--- config.mk ---
export PLATFORM = sky130hd
export DESIGN_NAME = sparse_intersect_mac
export DESIGN_NICKNAME = d
export VERILOG_FILES = /design/src/rtl/sparse_intersect_mac.sv
export SDC_FILE = /design/constraint.sdc
export NUM_CORES = 1
export LEC_CHECK = 0
export CORE_ASPECT_RATIO = 1.75
export CORE_MARGIN = 8
export CORE_UTILIZATION = 25
export CTS_BUF_LIST = sky130_fd_sc_hd__clkbuf_8
export CTS_CLUSTER_SIZE = 24
export DETAILED_ROUTE_END_ITERATION = 6
export PLACE_DENSITY = 0.44
export SYNTH_ARGS = -nofsm -noshare
export SYNTH_HDL_FRONTEND = slang
export SYNTH_SLANG_ARGS = --single-unit
--- constraint.sdc ---
create_clock -name mac_clk -period 5.48 [get_ports mac_clk]
set_input_delay 1.37 -clock mac_clk [delete_from_list [all_inputs] [get_ports mac_clk]]
set_output_delay 1.37 -clock mac_clk [all_outputs]
set_load 0.05 [all_outputs]
--- src/rtl/sparse_intersect_mac.sv ---
// Sparse dot product: merges two index-sorted (index, value) streams and MACs matching indices.
// Result is valid two cycles after the last pop and is held until accepted; in MERGE a beat is popped only when both streams are valid.
package sparse_mac_pkg;
   localparam int VALUE_W = 8;
   localparam int INDEX_W = 16;

   typedef struct packed {
      logic signed [VALUE_W-1:0] value;
      logic        [INDEX_W-1:0] index;
   } decoder_data_t;
endpackage

module sparse_intersect_mac
   import sparse_mac_pkg::*;
#(
   parameter int ACC_W = 32,
   parameter int CNT_W = 16
) (
   input  logic                mac_clk,
   input  logic                mac_rst,
   input  logic                start_i,
   input  logic [CNT_W-1:0]    nnz_a_i,
   input  logic [CNT_W-1:0]    nnz_b_i,
   output logic                busy_o,
   input  logic                a_valid_i,
   output logic                a_ready_o,
   input  decoder_data_t       a_data_i,
   input  logic                b_valid_i,
   output logic                b_ready_o,
   input  decoder_data_t       b_data_i,
   output logic                result_valid_o,
   input  logic                result_ready_i,
   output logic [ACC_W-1:0]    result_o,
   output logic [CNT_W-1:0]    match_cnt_o
);

   localparam int PROD_W = 2 * VALUE_W;

   typedef enum logic [2:0] {
      IDLE,
      MERGE,
      DRAIN_A,
      DRAIN_B,
      FLUSH,
      RESULT
   } state_t;

   state_t                    state;
   logic [CNT_W-1:0]          rem_a, rem_b;
   logic [CNT_W-1:0]          rem_a_nxt, rem_b_nxt;
   logic [CNT_W-1:0]          match_cnt;
   logic [ACC_W-1:0]          acc;
   logic signed [PROD_W-1:0]  prod;
   logic signed [PROD_W-1:0]  a_ext, b_ext;
   logic                      prod_vld;
   logic                      both_vld, a_le_b, b_le_a;
   logic                      a_pop, b_pop;

   always_comb begin
      both_vld  = a_valid_i & b_valid_i;
      a_le_b    = (a_data_i.index <= b_data_i.index);
      b_le_a    = (b_data_i.index <= a_data_i.index);
      a_ready_o = ((state == MERGE) & both_vld & a_le_b) | ((state == DRAIN_A) & a_valid_i);
      b_ready_o = ((state == MERGE) & both_vld & b_le_a) | ((state == DRAIN_B) & b_valid_i);
      a_pop     = a_valid_i & a_ready_o;
      b_pop     = b_valid_i & b_ready_o;
      rem_a_nxt = rem_a - CNT_W'(a_pop);
      rem_b_nxt = rem_b - CNT_W'(b_pop);
      a_ext     = PROD_W'(a_data_i.value);
      b_ext     = PROD_W'(b_data_i.value);
   end

   assign busy_o      = (state != IDLE);
   assign result_o    = acc;
   assign match_cnt_o = match_cnt;

   always_ff @(posedge mac_clk or posedge mac_rst) begin
      if (mac_rst) begin
         state          <= IDLE;
         rem_a          <= '0;
         rem_b          <= '0;
         match_cnt      <= '0;
         acc            <= '0;
         prod           <= '0;
         prod_vld       <= 1'b0;
         result_valid_o <= 1'b0;
      end else begin
         prod_vld <= 1'b0;
         // Product registered at the match edge, folded into acc one edge later.
         if (prod_vld) acc <= acc + ACC_W'(prod);
         case (state)
            IDLE: begin
               if (start_i) begin
                  rem_a     <= nnz_a_i;
                  rem_b     <= nnz_b_i;
                  acc       <= '0;
                  match_cnt <= '0;
                  if (nnz_a_i != '0 && nnz_b_i != '0) state <= MERGE;
                  else if (nnz_a_i != '0)              state <= DRAIN_A;
                  else if (nnz_b_i != '0)              state <= DRAIN_B;
                  else                                 state <= FLUSH;
               end
            end
            MERGE: begin
               rem_a <= rem_a_nxt;
               rem_b <= rem_b_nxt;
               if (a_pop && b_pop) begin
                  prod      <= a_ext * b_ext;
                  prod_vld  <= 1'b1;
                  match_cnt <= match_cnt + CNT_W'(1);
               end
               if (rem_a_nxt == '0 && rem_b_nxt == '0) state <= FLUSH;
               else if (rem_a_nxt == '0)               state <= DRAIN_B;
               else if (rem_b_nxt == '0)               state <= DRAIN_A;
            end
            DRAIN_A: begin
               rem_a <= rem_a_nxt;
               if (rem_a_nxt == '0) state <= FLUSH;
            end
            DRAIN_B: begin
               rem_b <= rem_b_nxt;
               if (rem_b_nxt == '0) state <= FLUSH;
            end
            FLUSH: begin
               state          <= RESULT;
               result_valid_o <= 1'b1;
            end
            RESULT: begin
               if (result_ready_i) begin
                  result_valid_o <= 1'b0;
                  state          <= IDLE;
               end
            end
            default: state <= IDLE;
         endcase
      end
   end

endmodule

Word level (Yosys, flattened, before mapping)
Cells that the tools add are included.
{"block": "word_totals", "output_inout_bits": 52, "regBits": 101, "wordCells": 82, "input_bits": 86}
{"block": "classes", "mul": 1, "n_reduce_logical": 21, "bitwise_logic": 10, "addsub": 4, "n_eq_ne": 11, "magnitude_cmp": 2, "mux": 25}
{"operator": "$mux W32", "count": 3}
{"operator": "$pmux W16 S2", "count": 3}
{"operator": "$mux W16", "count": 4}
{"operator": "$add A32 B32 Y32", "count": 1}
{"operator": "$le A16 B16 Y1", "count": 2}
{"operator": "$logic_not A16 Y1", "count": 2}
{"operator": "$reduce_bool A16 Y1", "count": 2}
{"operator": "$sub A16 B1 Y16", "count": 2}
{"operator": "$mux W3", "count": 10}
{"operator": "$pmux W3 S6", "count": 1}
{"operator": "$add A16 B1 Y16 const B", "count": 1}
{"operator": "$mul A8 B8 Y16", "count": 1}
{"operator": "$and A1 B1 Y1", "count": 8}
{"operator": "$reduce_and A2 Y1", "count": 4}
{"operator": "$reduce_bool A2 Y1", "count": 4}
{"operator": "$eq A3 B2 Y1 const B", "count": 2}
{"operator": "$eq A3 B3 Y1 const B", "count": 2}
{"operator": "$ne A2 B1 Y1 const B", "count": 3}
{"operator": "$reduce_and A5 Y1", "count": 1}
{"operator": "$ne A2 B2 Y1 const B", "count": 2}
{"operator": "$ne A4 B1 Y1 const B", "count": 1}
{"operator": "$reduce_or A2 Y1", "count": 2}
{"operator": "$eq A3 B1 Y1 const B", "count": 1}
{"operator": "$logic_and A1 B1 Y1", "count": 3}
{"operator": "other kinds (6)", "count": 9}

Logic depth before layout (Yosys ltp)
{"block": "logic_depth", "ltp_word": 11, "depth_mapped": 21}

Least setup slack after synthesis
Ideal clock, no wire load.
{"block": "synth_timing", "kind": "input-to-reg", "start": "input port b_data_i[18] (netlist name)", "end": "register prod[15]", "path_stages": 17, "slack_ns": 0.263, "arrival_ns": 5.082, "n_path_buf": 0, "required_time_ns": 5.345, "path_cell_list": "and2_1 > fa_1 > inv_1 > fa_1 > fa_1 > fa_1 > inv_1 > ha_1 > a21oi_1 > o21ai_0 > a21oi_1 > o21bai_1 > a41o_1 > nor4_1 > nor2_1 > xnor2_1 > o21ai_0"}
{"block": "synth_between", "elab_chain_cells": 1}
{"item": "start, declared", "line": "30", "rtl": "input decoder_data_t b_data_i,"}
{"item": "$mul A8 B8 Y16", "line": "108", "rtl": "prod <= a_ext * b_ext;"}
{"item": "end signal, assigned", "line": "108"}
{"item": "end, declared", "line": "53", "rtl": "logic signed [PROD_W-1:0] prod;"}
No other way between the ends.
A chain may end at the register's enable or synchronous reset.

Worst setup path after layout
{"block": "layout_timing", "start": "input port a_data_i[21] (netlist name)", "end": "register prod[15]"}
{"block": "layout_between", "elab_chain_cells": 1}
{"item": "start, declared", "line": "27", "rtl": "input decoder_data_t a_data_i,"}
{"item": "$mul A8 B8 Y16", "line": "108"}
No other way between the ends.

==> summary.txt <==
Outcome
  • Outcome: completed

Die
  • Die height: between 200 and 300 µm
  • Die W: between 150 and 200 µm
  • CORE AREA: 38900 µm²
  • I/O Pins: ~140
  • Full die area: approximately 46000 µm²
  • Initial core utilization: between 20 and 30%
  • Row cnt: 96

Worst setup path
  • CP arrival: 5.60 ns
  • Slowest stage delay, CP: about 0.5 ns
  • Reg-to-Reg Start: state[0]
  • Crit-path cells: clkdlybuf4s50_1 > buf_4 > and2_1 > fa_1 > inv_1 > fa_1 > fa_1 > inv_1 > fa_1 > ha_1 > a21oi_1 > o21bai_1 > a41o_1 > nor4_1 > nor2_1 > xnor2_1 > o21ai_0
  • Worst setup EP type: flop
  • Critical-path top delay cell: fa_1
  • Setup crit start kind: input port
  • CP most frequent cell: fa_1
  • CP required: about 5.8 ns
  • Largest fanout on the critical path: 5
  • Kind of critical path: input port to flop
  • Crit path launch: a_data_i[21]

Global routing
  • GRT Total Usage: between 10% and 20%
  • Grt total ovfl: 0
  • Initial antenna violation count: 3
  • Vias in the first global route: roughly 9300
  • Largest net degree at the start of global routing: 73
  • First-pass GRT wire length: approximately 50000 µm

Layout
  • Final instance area: 12500 µm²
  • Synth-to-Final Area Change: 27.8%
  • Area of the multi-input gates: slightly below 7000 µm²
  • Sequential cell area: ~2500 µm²
  • Fillers: about 4200
  • Final Net Count: between 1500 and 2000
  • Layout cells sized above 1: between 10 and 15%
  • Non-Filler Instances: approximately 1800
  • Fin util: between 30 and 40%

Logic synthesis
  • Commonest cells in the synthesized netlist: inv_1 (108), dfrtp_1 (101), nand2_1 (101), nor2_1 (95), ha_1 (84)
  • Cells after Synth: roughly 1100
  • Yosys warnings: 0
  • Adder-cell share of the synthesized area: between 20 and 25%
  • Post-synthesis mux area share: under 10%
  • Count leader, synth: inv_1
  • Top_reg_cell synth: dfrtp_1
  • Synthesized cell area: 9800 µm²
  • Post-synth EDFFs: 0
  • Top post-synthesis cells by area: dfrtp_1 (26%), fa_1 (11%), ha_1 (11%)
  • FF+latch count, synth: between 100 and 150
  • Count of cell types in the netlist: 75
  • Async set-or-reset flop fraction in the synthesized netlist: 100%
  • Syn Area/Cell: around 8.6 µm²
  • Synth area leader: dfrtp_1
  • Post-synthesis xor/xnor area fraction: approximately 4.6%
  • Seq/Total Area, Yosys: about a quarter
  • Post-Synth Simple-Gate Area: between 20% and 30%
  • Area fraction of the dominant cell type after synthesis: between 20% and 30%
  • Combinational family with the most area after synthesis: adder cells
  • Compound-Gate Fraction of Synth Area: 17.7%
  • Syn Nets: approximately 1400

Drt
  • WL final: approximately 30000 µm
  • Routed via count: 8755
  • DR pass1 iterations: 5
  • Drt wl/cell: 16.4 µm
  • Final antenna-violating net count: 0
  • DRC Markers: 0
  • DR iter-0 viols: 250
  • Vias per cell: between 4 and 5

Hold path
  • Hold Crit Start: prod[3]
  • HP Class: flop to flop

Timing
  • Fin crit period: 5.31 ns
  • Final hold vios: 0
  • Crit share post-route: around 97%
  • Final setup fails: 0
  • Relative slew slack: roughly a third
  • RSZ-0062 raised after global routing: false
  • Post-route setup TNS: 0 ns
  • Final worst-path setup slack: 0.168 ns
  • Slew at the pin with the worst max-slew slack: just over 1 ns
  • Slew Viols, Final: 0
  • Fmax: 0.188 GHz
  • Clock Skew: 0.0130 ns

Power and ir drop
  • Leak: about 5.8 nW
  • Worst ir drop on vdd: ~130 µV
  • Logic gate share of total power: about 59%
  • Net Sw Power: around 0.0018 W
  • Sequential share of power: 27.8%
  • Sw Share: a little under half
  • Part of the power in the clock network: about an eighth
  • P_int: around 0.0022 W
  • Pwr dens: ~310 nW/µm²

Clock tree
  • Hold_buf cts: 0
  • Num CTS Buffers: 9
  • CTS Sinks: a little over 100
  • H-tree levels: 3
  • Clock buffer depth: 2
  • CTS clk-pin slew, worst paths: around 0.10 ns
  • CTS tree: built
  • CTS resizes: 0
  • Root Driver: clkbuf_8
  • Clock latency on the worst-skew pair: 0.41 ns
  • Post-CTS Repair Setup Buffers: 0

Placed design
  • Placed Instances: ~1800
  • Setup WS pre-CTS: -0.411 ns
  • HPWL Detailed: 24500 µm
  • Routability cong.: 0.846
  • Post-Place Cell Area: between 10000 and 15000 µm²
  • Port Buffer Count: 137

Flow run
  • Max-cap check violation count: 0
==> per-stage QoR <==
| step | power (W) | hold slack, ns |
|---|---|---|
| floorplan | 0.00265 | 0.443 |
| global placement | 0.00339 | 0.468 |
| detailed placement | 0.00343 | 0.475 |
| finish | 0.00391 | 0.490 |
| CTS | 0.00398 | 0.498 |
| global route | 0.00431 | 0.519 |
==> power by group through the flow <==
| stage | sequential [W] | clock, W | combinational, W |
|---|---|---|---|
| 2_1_floorplan | 0.00103 | 0 | 0.00162 |
| 3_3_place_gp | 0.00109 | 0 | 0.00230 |
| 3_5_place_dp | 0.00110 | 0 | 0.00233 |
| 4_1_cts | 0.00109 | 0.000554 | 0.00234 |
| 5_1_grt | 0.00112 | 0.000577 | 0.00262 |
| 6_report | 0.00109 | 0.000522 | 0.00230 |
==> placed cells by master (no fill, tap or decap), types with 16 or more instances in the layout <==
| cell type | instances |
|---|---|
| clkdlybuf4s50_1 | 133 |
| inv_1 | 108 |
| nand2_1 | 101 |
| dfrtp_1 | 100 |
| nor2_1 | 95 |
| buf_4 | 87 |
| ha_1 | 83 |
| a21oi_1 | 73 |
| o21ai_0 | 71 |
| fa_1 | 54 |
| and2_1 | 40 |
| xnor2_1 | 36 |
| a21o_1 | 33 |
| mux2i_1 | 25 |
| nor3_1 | 22 |
| nand3_1 | 22 |
| nand2b_1 | 19 |
| nor4_1 | 18 |
| xor2_1 | 16 |
==> state kept, by name, summed over array words and instances (netlist names) <==
signal          flops
rem_a              16
result_o           32
match_cnt_o        16
prod               16
result_valid_o      1
prod_vld            1
rem_b              16
state               3
==> cells by family after synthesis <==
logic type,Yosys count
flip-flops,101
XOR/XNOR,52
multiplexers,25
AND/OR/NAND/NOR,400
adder cells (fa/ha/maj),140
AO/OA/AOI/OAI,276
buffers and inverters,144
==> worst paths after layout <==
path                           endpoint  slack (ns)  cells after the start
max in group asynchronous  result_o[24]        2.89                      3
min                             prod[3]        0.49                      2
min in group asynchronous     rem_a[14]        1.55                      2
min reg2reg                     prod[3]        0.49                      2
max reg2reg                    state[1]        1.65                     18
max                            prod[15]        0.17                     17
==> critical path, delay by kind of cell <==
kind            cells  cell delay, ns
buf+inv             4            0.78
simple gates        3            0.43
compound gates      4            0.66
xor+xnor            1            0.14
fa+ha+maj           5            2.22
==> final cells by class <==
cell class / count / share of cell area [%]
Clock inverter: 5 / 0.409
Multi-Input combinational cell: 893 / 53.8
Antenna cell: 3 / 0.0599
Timing Repair Buffer: 223 / 16.2
Tap cell: 490 / 4.89
Inverter: 108 / 3.26
Clock buffer: 11 / 1.21
Sequential cell: 101 / 20.2
==> layer usage <==
| metal | wire, µm | track usage [%] | vias to the layer above |
|---|---|---|---|
| met1 | 11700 | 13.6 | 4224 |
| met2 | 16800 | 25.7 | 133 |
| li1 | - | - | 4361 |
| met5 | 0 | 0 | - |
| met3 | 808 | 1.86 | 37 |
| met4 | 837 | 5.89 | 0 |
Note: power is estimated with default switching activity, not from simulation.
